`config.mk`:
```
export PLATFORM = sky130hd
export DESIGN_NAME = seg7_scan
export DESIGN_NICKNAME = d
export VERILOG_FILES = /design/src/rtl/seg7_scan.sv
export SDC_FILE = /design/constraint.sdc
export NUM_CORES = 1
export LEC_CHECK = 0
export CAP_MARGIN = 20
export CORE_ASPECT_RATIO = 1.5
export CORE_MARGIN = 2
export CORE_UTILIZATION = 52
export DETAILED_ROUTE_END_ITERATION = 12
export PLACE_DENSITY = 0.72
export SETUP_SLACK_MARGIN = 0.5
export SYNTH_ARGS = -nofsm -noshare
export SYNTH_HDL_FRONTEND = slang
export SYNTH_SLANG_ARGS = --single-unit
```
`constraint.sdc`:
```
create_clock -name clk -period 2.57 [get_ports clk]
set_clock_uncertainty 0.1 [all_clocks]
set_input_delay 0.6425 -clock clk [delete_from_list [all_inputs] [get_ports clk]]
set_output_delay 0.6425 -clock clk [all_outputs]
set_load 0.01 [all_outputs]
```
`src/rtl/seg7_scan.sv`:
```
// Six-digit time-multiplexed display scan controller with a small write port.
// Optional reverse scanning is enabled by defining SEG7_SCAN_REVERSE_EN.
module seg7_scan #(
   parameter int DIV   = 50000,
   parameter int CNT_W = 20
) (
   input  logic       clk,
   input  logic       rst_n,
   input  logic       wr_en,
   input  logic [2:0] wr_addr,
   input  logic [2:0] wr_data,
`ifdef SEG7_SCAN_REVERSE_EN
   input  logic       scan_dir,
`endif
   output logic       wr_err,
   output logic [2:0] digit_sel,
   output logic [2:0] digit_val,
   output logic       frame_tick
);

   localparam logic [CNT_W-1:0] LP_TC   = CNT_W'(DIV - 1);
   localparam logic [2:0]       LP_LAST = 3'd5;

   logic [CNT_W-1:0] r_cnt;
   logic [2:0]       r_mem [6];
   logic [2:0]       r_sel;
   logic [2:0]       r_val;
   logic             r_tick;
   logic             r_err;

   logic             w_adv;
   logic             w_dir;
   logic             w_wr_ok;
   logic [2:0]       w_next_sel;
   logic [2:0]       w_start;
   logic [2:0]       w_next_val;

`ifdef SEG7_SCAN_REVERSE_EN
   assign w_dir = scan_dir;
`else
   assign w_dir = 1'b0;
`endif

   always_comb begin
      w_adv   = (r_cnt == LP_TC);
      w_wr_ok = wr_en && (wr_addr < 3'd6);
      w_start = w_dir ? LP_LAST : 3'd0;
      w_next_sel = r_sel;
      if (w_dir) begin
         w_next_sel = (r_sel == 3'd0) ? LP_LAST : r_sel - 3'd1;
      end else begin
         w_next_sel = (r_sel >= LP_LAST) ? 3'd0 : r_sel + 3'd1;
      end
      // A write landing on the digit about to be shown must win over stale storage.
      w_next_val = (w_wr_ok && (wr_addr == w_next_sel)) ? wr_data : r_mem[w_next_sel];
   end

   always_ff @(posedge clk or negedge rst_n) begin
      if (!rst_n) begin
         for (int i = 0; i < 6; i++) r_mem[i] <= '0;
      end else if (w_wr_ok) begin
         r_mem[wr_addr] <= wr_data;
      end
   end

   always_ff @(posedge clk or negedge rst_n) begin
      if (!rst_n) begin
         r_cnt  <= '0;
         r_sel  <= '0;
         r_val  <= '0;
         r_tick <= 1'b0;
         r_err  <= 1'b0;
      end else begin
         r_err  <= wr_en && (wr_addr >= 3'd6);
         r_tick <= 1'b0;
         if (w_adv) begin
            r_cnt  <= '0;
            r_sel  <= w_next_sel;
            r_val  <= w_next_val;
            r_tick <= (w_next_sel == w_start);
         end else begin
            r_cnt <= r_cnt + 1'b1;
            if (w_wr_ok && (wr_addr == r_sel)) r_val <= wr_data;
         end
      end
   end

   assign digit_sel  = r_sel;
   assign digit_val  = r_val;
   assign frame_tick = r_tick;
   assign wr_err     = r_err;

endmodule

```
======== After elaboration in Yosys (flattened, before gate mapping) ========
Index checks and enable logic that the tools add are counted.
storage, ports and cells
  output and inout bits ................... 8
  word-level logic and storage cells ...... 43
  register bits ........................... 46
  input bits .............................. 9
operators by class
  $lt $le $gt $ge ......................... 6
  reductions and logical operators ........ 7
  muxes and demuxes ....................... 12
  bitwise logic cells ..................... 2
  equal/unequal tests ..................... 3
  add/sub/neg operators ................... 2
operators with widths
  operator               number
  $mux 3                 7
  $add 20x1->20 const B  1
  $eq 20x16->1 const B   1
  $mux 20                1
  $bwmux 18              1
  $bmux 3 s3             1
  $demux 3 s3            1
  $ge 4x4->1 const B     2
  $not 3->4              2
  $eq 3x3->1             2
  $ge 3x3->1 const B     2
  $logic_and 1x1->1      5
  $lt 4x1->1 const B     1
  $add 3x1->3 const B    1
  $logic_not 3->1        1
  $lt 3x3->1 const B     1
  $reduce_bool 2->1      1
  $mux 1                 1

======== Longest topological paths before layout ========
Gate-level depths: netlist (run 1).
  word-level depth ........................ 8
  mapped depth ............................ 9
  gate-level depth less buffers ........... 8

======== Worst setup path after synthesis (run 1) ========
No wires, ideal clock.
  path kind ............................... flip-flop to flip-flop
  start point ............................. reg r_sel[1] (netlist: digit_sel[1])
  end point ............................... reg r_val[1] (netlist: digit_val[1])
  clock period less this slack ............ 2.227 ns
  data required time ...................... 2.376 ns
  stages on the path, launching flop included .. 10
  arrival ................................. 2.033 ns
  library setup time ...................... 0.094 ns
  buffers on the path ..................... 1
  setup slack ............................. 0.343 ns
  cell sequence ........................... dfrtp_1 -> inv_1 -> ha_1 -> or3_1 -> clkbuf_1 -> a21oi_1 -> o211ai_1 -> a32oi_2 -> nor2_1 -> a211oi_1
between the ends
  word-level cells in the longest chain between the ends .. 8
  elaborated cells between the ends (all ways) .. 14
  those cells by class .................... add/sub: 1; order compare: 1; eq/ne: 2; mux: 6; bitwise: 1; reduce/logical: 3
ends and longest elaborated chain
  what                                       line  text
  from (decl)                                26    logic [2:0] r_sel;
  from (signal assigned)                     78    r_sel <= w_next_sel;
  $add 3x1->3 or $ge 3x3->1 (tied branches)  52    w_next_sel = (r_sel >= LP_LAST) ? 3'd0 : r_sel + 3'd1;
  $mux 3                                     52
  $not 3->4 (not written as such)            55    w_next_val = (w_wr_ok && (wr_addr == w_next_sel)) ? wr_data : r_mem[w_next_sel];
  $bmux 3 s3                                 55
  $mux 3 (not written as such) (2 in a row)  55
  $mux 3                                     55
  $mux 3                                     76    if (w_adv) begin
  to (signal assigned)                       79    r_val <= w_next_val;
  to (signal assigned)                       83    if (w_wr_ok && (wr_addr == r_sel)) r_val <= wr_data;
  to (decl)                                  27    logic [2:0] r_val;
Several ways; a longest one is shown, not always the timed one. The select of a mux whose other input is x is not followed.
A chain may end at the register's enable or synchronous reset.

======== Final worst setup path (run 1) ========
  start point ............................. reg r_cnt[11]
  end point ............................... reg r_val[2] (netlist: digit_val[2])
between the ends
  word-level cells in the longest chain between the ends .. 2
  elaborated cells between the ends (all ways) .. 3
  those cells by class .................... eq/ne: 1; mux: 1; reduce/logical: 1
ends and longest elaborated chain
  what                                         line  text
  from (decl)                                  24    logic [CNT_W-1:0] r_cnt;
  from (signal assigned)                       82    r_cnt <= r_cnt + 1'b1;
  $eq 20x16->1 *                               45    w_adv = (r_cnt == LP_TC);
  $mux 3 or $reduce_bool 2->1 (tied branches)  -
Every way passes the cells marked *; elsewhere a longest branch is shown, timed or not.

==> metrics.txt, run 1 <==
Critical Path Start Type=flop; routed len/inst=16.45 um; H-tree depth=2; # nets final=293; Die ar.=5206 um2; initial antenna violation count=0; Worst Path Class, Setup=flop to flop; Worst-Margin Slew=0.5995 ns; Max Freq=0.4541 GHz; IO Count=17; yosys warns=0; vias in the first global route=1,943; Adder-Cell Fraction of Synth Area=0.01558; main combinational cell family by area after synthesis=simple AND/OR/NAND/NOR gates; Pleak=1.306 nW; fillers=365; status=completed; Syn Nets=254; Max rail drop VDD=359.4 uV; setup repair after global routing missed its margin=true; # hold bufs at CTS=0; synth top area cells=dfrtp_1, mux2_2, xnor2_1; worst-path maximum fanout=3; simple-gate share of the synthesized area=0.2118; post-DR vias/cell=5.955; HPWL after DPL=3800 um; GRT overflow=0; Final Total Pwr=1.464 mW; final hold vios=0; Max Cap Viol=0; Mapped Area=2410 um2; first-pass GRT wire length=9039 um; fin crit share=0.8568; post-synthesis sequential area ratio=0.4777; diode count=0; Layout area overhead=23.42%; TNS Setup=0 ns; library cells used by synthesis=42; GR Util All Layers=0.2319; share of layout cells above drive strength 1=0.2589; Num CTS Buffers=5; Crit. End Element=flop; Place WS=0.05907 ns; chip height=87.38 um; mux cell area share after synthesis=0.07892; largest net degree at the start of global routing=47; Tightest Hold Check Type=primary input to async pin; post-synthesis compound-gate area fraction=0.1184; worst rel slew slack=0.5970; xor/xnor share of the synthesized area=0.06906; CTS Root Cell=clkbuf_8; CTS Sinks=46; syn avg cell area=9.958 um2; Final setup viols=0; Synth top area share=0.4777; Core Util, Final=0.6603; Max Root-Sink Buffers=2; Starting DRT DRC Count=161; DR vias=1,965; Clock transition at path regs=0.09 ns; clk_lat worst skew=0.31 ns; max-slew violations=0; FF+latch count, synth=46; Cells after Synth=242; CTS tree=done; Port Buffers=16; CP required=2.67 ns; DR DRC count=0; Placer Congestion=0.9123; Cell Pwr Density=492.4 nW/um2; Die Width=59.59 um; cell taking the most area after synthesis=dfrtp_1; final wirelength=5429 um; Pre-Repair DR Iteration Count=4; Core ar.=4504 um2; FP Rows=30; Worst Path Arrival=2.31 ns; Initial Util=0.5350; ANT nets after route=0; fin crit period=2.202 ns; worst setup margin=0.3680 ns
==> through the flow <==
step | hold slack [ns] | area [um2] | instances
after CTS | 0.3213 | 2888 | 326
after global placement | 0.3402 | 2708 | 310
final | 0.2968 | 2974 | 330
after detailed placement | 0.3530 | 2708 | 310
after floorplan | 0.2469 | 2427 | 242
after global routing | 0.3581 | 2974 | 330
==> path summary, 6_finish.rpt <==
path / start / end / slack, ns / cells past startpoint
setup / recovery: r_cnt[11]$_DFF_PN0_ / digit_val[2]$_DFFE_PN0P_ / 0.37 / 7
hold / removal: rst_n / r_cnt[8]$_DFF_PN0_ / 0.30 / 2
setup reg to reg: r_cnt[11]$_DFF_PN0_ / digit_val[2]$_DFFE_PN0P_ / 0.37 / 7
hold reg to reg: r_cnt[0]$_DFF_PN0_ / r_cnt[0]$_DFF_PN0_ / 0.36 / 1
max in group asynchronous: rst_n / r_cnt[16]$_DFF_PN0_ / 1.64 / 2
min in group clk: r_cnt[0]$_DFF_PN0_ / r_cnt[0]$_DFF_PN0_ / 0.36 / 1
==> layout by cell type, fill, tap and decap left out, types with 5 or more instances in the layout <==
master,n
a21oi_1,8
buf_4,25
clkbuf_8,5
clkdlybuf4s50_1,12
dfrtp_1,43
inv_1,9
mux2_2,16
nand2_1,17
nand3_1,13
nor2_1,24
nor3_1,5
o21ai_0,13
xnor2_1,13
xor2_1,6
==> power breakdown <==
part | switching (mW) | internal (mW) | total [mW]
Sequential | 0.0417 | 0.793 | 0.835
Combinational | 0.0934 | 0.113 | 0.207
Clock | 0.234 | 0.189 | 0.423
Total | 0.369 | 1.10 | 1.46
==> state kept, by name (all words and copies together), names as in the netlist <==
register    cells
wr_err          1
r_mem          18
frame_tick      1
digit_sel       3
r_cnt          20
digit_val       3
==> Yosys cell counts <==
master,count
a32oi_2,1
nor3_1,7
or4_1,2
o211ai_1,1
o22ai_1,1
nand2_1,17
and2_1,2
nor4bb_1,1
o221ai_1,2
xnor2_1,13
ha_1,3
mux2i_1,1
a21bo_2,1
o21ai_0,14
nor2b_1,2
a221oi_1,2
nand4_1,3
nor4b_1,2
dfrtp_1,46
and3_1,4
a21oi_1,9
nand4bb_1,1
o2bb2ai_1,1
a211oi_1,4
a22oi_1,2
nor4_1,3
nor2_1,25
or4b_1,1
nand2b_1,1
or3_1,2
mux2_2,16
or4_4,2
inv_1,9
clkbuf_1,8
buf_2,1
nand4b_1,2
nor3b_1,2
o21a_1,2
nand3_1,14
nand3b_1,3
xor2_1,6
o22a_1,3
==> kinds of logic after synthesis <==
| group | count (synthesis) |
|---|---|
| AOI/OAI and AO/OA | 43 |
| xor gates and xnor gates | 19 |
| buffers and inverters | 18 |
| and+or+nand+nor | 96 |
| adders and majority gates | 3 |
| muxes | 17 |
| DFF | 46 |
==> layer usage <==
layer  track usage  vias to the layer above  wire length [um]
li1              -                      947                 -
met1        0.2839                      946              2252
met2        0.3776                       51              2760
met3       0.03863                       21               163
met4        0.1333                        0               252
met5             0                        -                 0
==> critical path, stage by stage (launching register included) <==
cell	delay [ns]
dfrtp_1	0.40
nor4b_2	0.27
nand4bb_1	0.21
buf_4	0.20
or4_4	0.45
a32oi_4	0.24
nor2_1	0.06
a211oi_1	0.18
==> cell type report <==
type                       instances  area (um2)  share of cell area
inverter                           9       33.78             0.01136
tap                               48       60.06             0.02019
clock buffer                       6       72.57             0.02440
clock inverter                     2       10.01            0.003366
multi-input combinational        178        1300              0.4371
sequential                        46        1155              0.3883
timing repair buffer              41       342.8              0.1153
==> what timing repair did <==
item | 4_1_cts | 5_1_grt
setup endpoints to repair | 15 | 18
pin swaps | 9 | 2
setup buffers | 8 | 4
resized for setup | 10 | 12
(Power assumes the default switching activity.)
==> inputs of run 2 (changes only) <==
--- a/config.mk
+++ b/config.mk
@@ -5,7 +5,6 @@
 export SDC_FILE = /design/constraint.sdc
 export NUM_CORES = 1
 export LEC_CHECK = 0
-export CAP_MARGIN = 20
 export CORE_ASPECT_RATIO = 1.5
 export CORE_MARGIN = 2
 export CORE_UTILIZATION = 52
==> constraint.sdc (replaced) <==
create_clock -name clk -period 2.05 [get_ports clk]
set_clock_uncertainty 0.1 [all_clocks]
set_input_delay 0.5125 -clock clk [delete_from_list [all_inputs] [get_ports clk]]
set_output_delay 0.5125 -clock clk [all_outputs]
set_load 0.01 [all_outputs]
==> run 2 against run 1 <==
Compared with the run above: clock power up 27%; the run now ends with setup timing left; flip-flop and latch count unchanged; combinational power up 33%; sequential power up 26%; count of clock-buffer cells in the layout unchanged; sequential share of layout area shrank 6.8 points; global-route usage grew 2.8 points.
==> metrics.txt, run 2 (synthesis gave the netlist of run 1 again) <==
Worst-Margin Slew=0.5277 ns; Crit. End Element=flop; Initial Util=0.5350; Critical Path Start Type=flop; largest net degree at the start of global routing=31; critical path buffer and inverter count=0; Regs by FF count=r_cnt: 20 flops, r_mem: 18 flops; GR Util All Layers=0.2595; most frequent cells in the layout=buf_4, dfrtp_1, buf_6; Final setup viols=4; CTS Root Cell=clkbuf_8; Die Width=59.59 um; vias in the first global route=2,171; reg2reg path depth=6; Tightest Hold Check Type=primary input to async pin; final hold vios=0; CTS tree=done; GRT overflow=0; Max Root-Sink Buffers=2; design area=3598 um2; Port Buffers=16; worst-path maximum fanout=4; HPWL after DPL=4289 um; status=finished, violations left; Layout area overhead=49.32%; Max rail drop VDD=547.5 uV; Clock transition at path regs=0.08 ns; post-DR vias/cell=5.805; worst rel slew slack=0.6445; initial antenna violation count=0; Placer Congestion=0.9931; clk_lat worst skew=0.30 ns; commonest non-fill, non-tap cell in the layout=buf_4; Starting DRT DRC Count=97; Cell Pwr Density=518.0 nW/um2; ANT nets after route=0; Num CTS Buffers=5; Worst path depth=6; chip height=87.38 um; Worst Path Class, Setup=flop to flop; IO Count=17; CP required=2.16 ns; fin crit period=2.199 ns; DR vias=2,171; CP top delay family=simple AND/OR/NAND/NOR gates; DR DRC count=0; Pleak=1.626 nW; fillers=281; H-tree depth=2; fin crit share=1.073; Die ar.=5206 um2; Final Total Pwr=1.864 mW; Core Util, Final=0.7989; Max Cap Viol=0; # nets final=338; Worst Path Arrival=2.31 ns; Largest register FFs=20; Max Freq=0.4547 GHz; CTS Sinks=46; routed len/inst=17.53 um; FF/Latch Area=1154 um2; crit-path max cell delay=0.58 ns; multi-input combinational cell area=1548 um2; CP Cell Sequence=nor4b_2 -> nand4bb_1 -> or4_4 -> a32oi_4 -> nor2_1 -> a211oi_1; worst setup margin=-0.1492 ns; DP Area=3029 um2; diode count=0; Pre-Repair DR Iteration Count=4; FP Rows=30; critical path's slowest cell=or4_4; max-slew violations=0; largest register by flop count=r_cnt; setup repair after global routing missed its margin=true; final wirelength=6555 um; first-pass GRT wire length=9998 um; Core ar.=4504 um2; violated checks=setup timing; share of layout cells above drive strength 1=0.5031
==> run 2: cell types whose count changed in the layout (fill, tap and decap cells not counted), moves of 4 or more <==
cell,delta
clkbuf_2,+6
o21ai_2,+4
nor2_1,-8
nand2_2,+4
nor2_4,+4
o21ai_0,-4
nor3_1,-4
buf_4,+26
nor2_2,+4
clkdlybuf4s50_1,-9
buf_6,+19
nand2_1,-4
==> run 2: metrics by stage <==
stage	setup slack (ns)	std cells	hold slack [ns]	setup TNS [ns]
floorplan	0.02928	242	0.1169	0
global placement	-0.1346	341	0.3520	-1.296
detailed placement	-0.1923	341	0.3577	-1.749
CTS	-0.1467	359	0.04457	-0.4135
global route	-0.2490	374	0.05350	-1.769
finish	-0.1492	374	0.04081	-0.5330
==> run 2: path summary, 6_finish.rpt <==
path                                startpoint                       end  slack [ns]
hold / removal                           rst_n  digit_sel[2]$_DFFE_PN0N_        0.04
setup reg to reg           r_cnt[10]$_DFF_PN0_  digit_val[2]$_DFFE_PN0P_       -0.15
min in group clk           r_cnt[19]$_DFF_PN0_       r_cnt[19]$_DFF_PN0_        0.41
setup / recovery           r_cnt[10]$_DFF_PN0_  digit_val[2]$_DFFE_PN0P_       -0.15
max in group asynchronous                rst_n        r_cnt[9]$_DFF_PN0_        1.31
hold reg to reg            r_cnt[19]$_DFF_PN0_       r_cnt[19]$_DFF_PN0_        0.41
==> run 2: power breakdown <==
part / internal [mW] / total, mW / switching [mW]
clock network: 0.234 / 0.537 / 0.303
logic: 0.148 / 0.275 / 0.127
registers: 0.994 / 1.05 / 0.0577
==> run 2: worst register-to-register path, stage by stage (launching register included) <==
cell,delay [ns]
dfrtp_1,0.41
nor4b_2,0.31
nand4bb_1,0.24
or4_4,0.58
a32oi_4,0.22
nor2_1,0.07
a211oi_1,0.18
==> run 2: area by class of cell <==
type / instances / area share
multi-input cells: 178 / 0.4301
clock inverters: 1 / 0.002086
flip-flops and latches: 46 / 0.3206
clock buffers: 6 / 0.02017
inverters: 9 / 0.009388
repair buffers: 86 / 0.2010
well taps: 48 / 0.01669
==> run 2: repair_timing <==
action	CTS	global route
resized for setup	61	54
setup buffers	11	15
hold buffers	0	0
pin swaps	13	20
setup endpoints to repair	46	33
==> run 2: routing by layer <==
layer / vias to the layer above / global-route usage / wire (um)
met5: - / 0 / 0
met4: 0 / 0.1394 / 216
met3: 17 / 0.04606 / 146
met2: 39 / 0.4645 / 3690
met1: 1075 / 0.2802 / 2502
li1: 1040 / - / -
==> variant (flow settings as in run 1) <==
`CNT_W`: 20 -> 18.
--- a/src/rtl/seg7_scan.sv
+++ b/src/rtl/seg7_scan.sv
@@ -2,7 +2,7 @@
 // Optional reverse scanning is enabled by defining SEG7_SCAN_REVERSE_EN.
 module seg7_scan #(
    parameter int DIV   = 50000,
-   parameter int CNT_W = 20
+   parameter int CNT_W = 18
 ) (
    input  logic       clk,
    input  logic       rst_n,
Function: same outputs for any inputs over 10 cycles, from zero or initial values and one cycle with rst_n low; that may be too few to reach the edited logic, so the function may still have changed.
==> variant against run 1 <==
Sequential cell count is 2 lower. Sequential power is 3.7% lower. Critical endpoint is now digit_val[0]$_DFFE_PN0P_. Cell area is 6.6% lower. Die area is 4.9% lower. Non-clock buffer count is 5 lower. Area after synthesis is 5.2% lower. Largest cell class unchanged. Largest power group unchanged. Highest routed layer unchanged. Fmax is 1.4% lower. Routed wire length is 6.8% lower. Power is 7.1% higher. Setup slack worse by 0.030 ns.
==> variant: results (changes against run 1) <==
The run finished with clean final reports. The tools report the met2 wire length as 2.72 mm (was 2.76 mm). The worst-path maximum fanout is 5 (was 3). The aggregate routed wire length was 5.06 mm (was 5.43 mm). The number of unique standard cell types used by synthesis came out at 45 (was 42). Count of vias placed by the detailed router: 1744 (was 1965). For the switching power, the log shows 378 uW (was 369 uW). The share of synthesized cell area in full adder, half adder and majority cells came out at 1.64% (was 1.56%). For the HPWL after detailed placement, the log shows 3.53 mm (was 3.80 mm).

The XOR/XNOR share of the synthesized area was 6.13% (was 6.91%); the largest net degree at the start of global routing was 21 (was 47). The tools report the proportion of power drawn by the clock network as 36.3% (was 28.9%). The logs give 8.27 mm (was 9.04 mm) for the first-pass GRT wire length and 5 (was 10) for the number of gates resized after CTS. Share of layout cells above drive strength 1: 28.8% (was 25.9%). The capturing point of the worst reg2reg path is digit_val[0]$_DFFE_PN0P_ (was digit_val[2]$_DFFE_PN0P_). Biggest regs: r_cnt (18), r_mem (18) (was r_cnt (20), r_mem (18)). The overall global routing resource usage was 22.1% (was 23.2%); the reg-to-reg setup timing slack was 0.34 ns (was 0.37 ns). For the share of power burned in registers, the log shows 51.3% (was 57.0%). The tools report the met1 wire length as 2.04 mm (was 2.25 mm).

The share of the yosys chip area belonging to registers is 48.2% (was 47.8%). The met3 demand-to-capacity share in global routing was 4.12% (was 3.86%). The via count of the first global-routing pass was 1768 (was 1943); the standby leakage power was 1.25 nW (was 1.31 nW). The top cell type's share of synthesized area works out to 48.2% (was 47.8%).
[variant: stage by stage]
step           instances  util (%)  power, mW  area (um2)  hold WS (ns)
2_1_floorplan        216         -      0.923        2320         0.247
3_3_place_gp         275      59.4       1.01        2520         0.359
3_5_place_dp         275      59.4       1.01        2520         0.369
4_1_cts              293      64.3       1.58        2730        0.0871
5_1_grt              296      65.4       1.63        2780        0.0906
6_report             296      65.4       1.57        2780        0.0753
[variant: kinds of logic (layout without fill, tap and decap cells)]
kind of cell	Yosys count	after routing
DFF	44	44
muxes	18	18
and+or+nand+nor	85	85
adders and majority gates	3	3
xor gates and xnor gates	16	16
buffers and inverters	16	50
AOI/OAI and AO/OA	34	34
[variant: layout make-up]
cell class,count,area [um2]
Clock buffer,6,82.6
Clock inverter,2,38.8
Fill cell,351,1470
Inverter,6,22.5
Multi-Input combinational cell,156,1160
Sequential cell,44,1110
Tap cell,46,57.6
Timing Repair Buffer,36,305
[variant: worst max-delay path, stage by stage (launching register included)]
cell,delay [ns]
dfrtp_2,0.46
ha_4,0.19
or4b_4,0.54
o21ai_4,0.09
nand4b_1,0.19
a211o_2,0.35
o21ai_2,0.09
a221oi_1,0.11
[variant: how the worst min path moves through the flow]
stage                         start                  endpoint  slack (ns)  cells past startpoint
2_1_floorplan                 rst_n  digit_sel[0]$_DFFE_PN0N_        0.25                      0
3_3_place_gp   r_mem[6]$_DFFE_PN0P_      r_mem[6]$_DFFE_PN0P_        0.36                      2
3_5_place_dp    r_cnt[17]$_DFF_PN0_       r_cnt[17]$_DFF_PN0_        0.37                      1
4_1_cts                       rst_n  digit_sel[1]$_DFFE_PN0N_        0.09                      1
5_1_grt                       rst_n        r_cnt[2]$_DFF_PN0_        0.09                      1
6_report                      rst_n        r_cnt[2]$_DFF_PN0_        0.08                      1
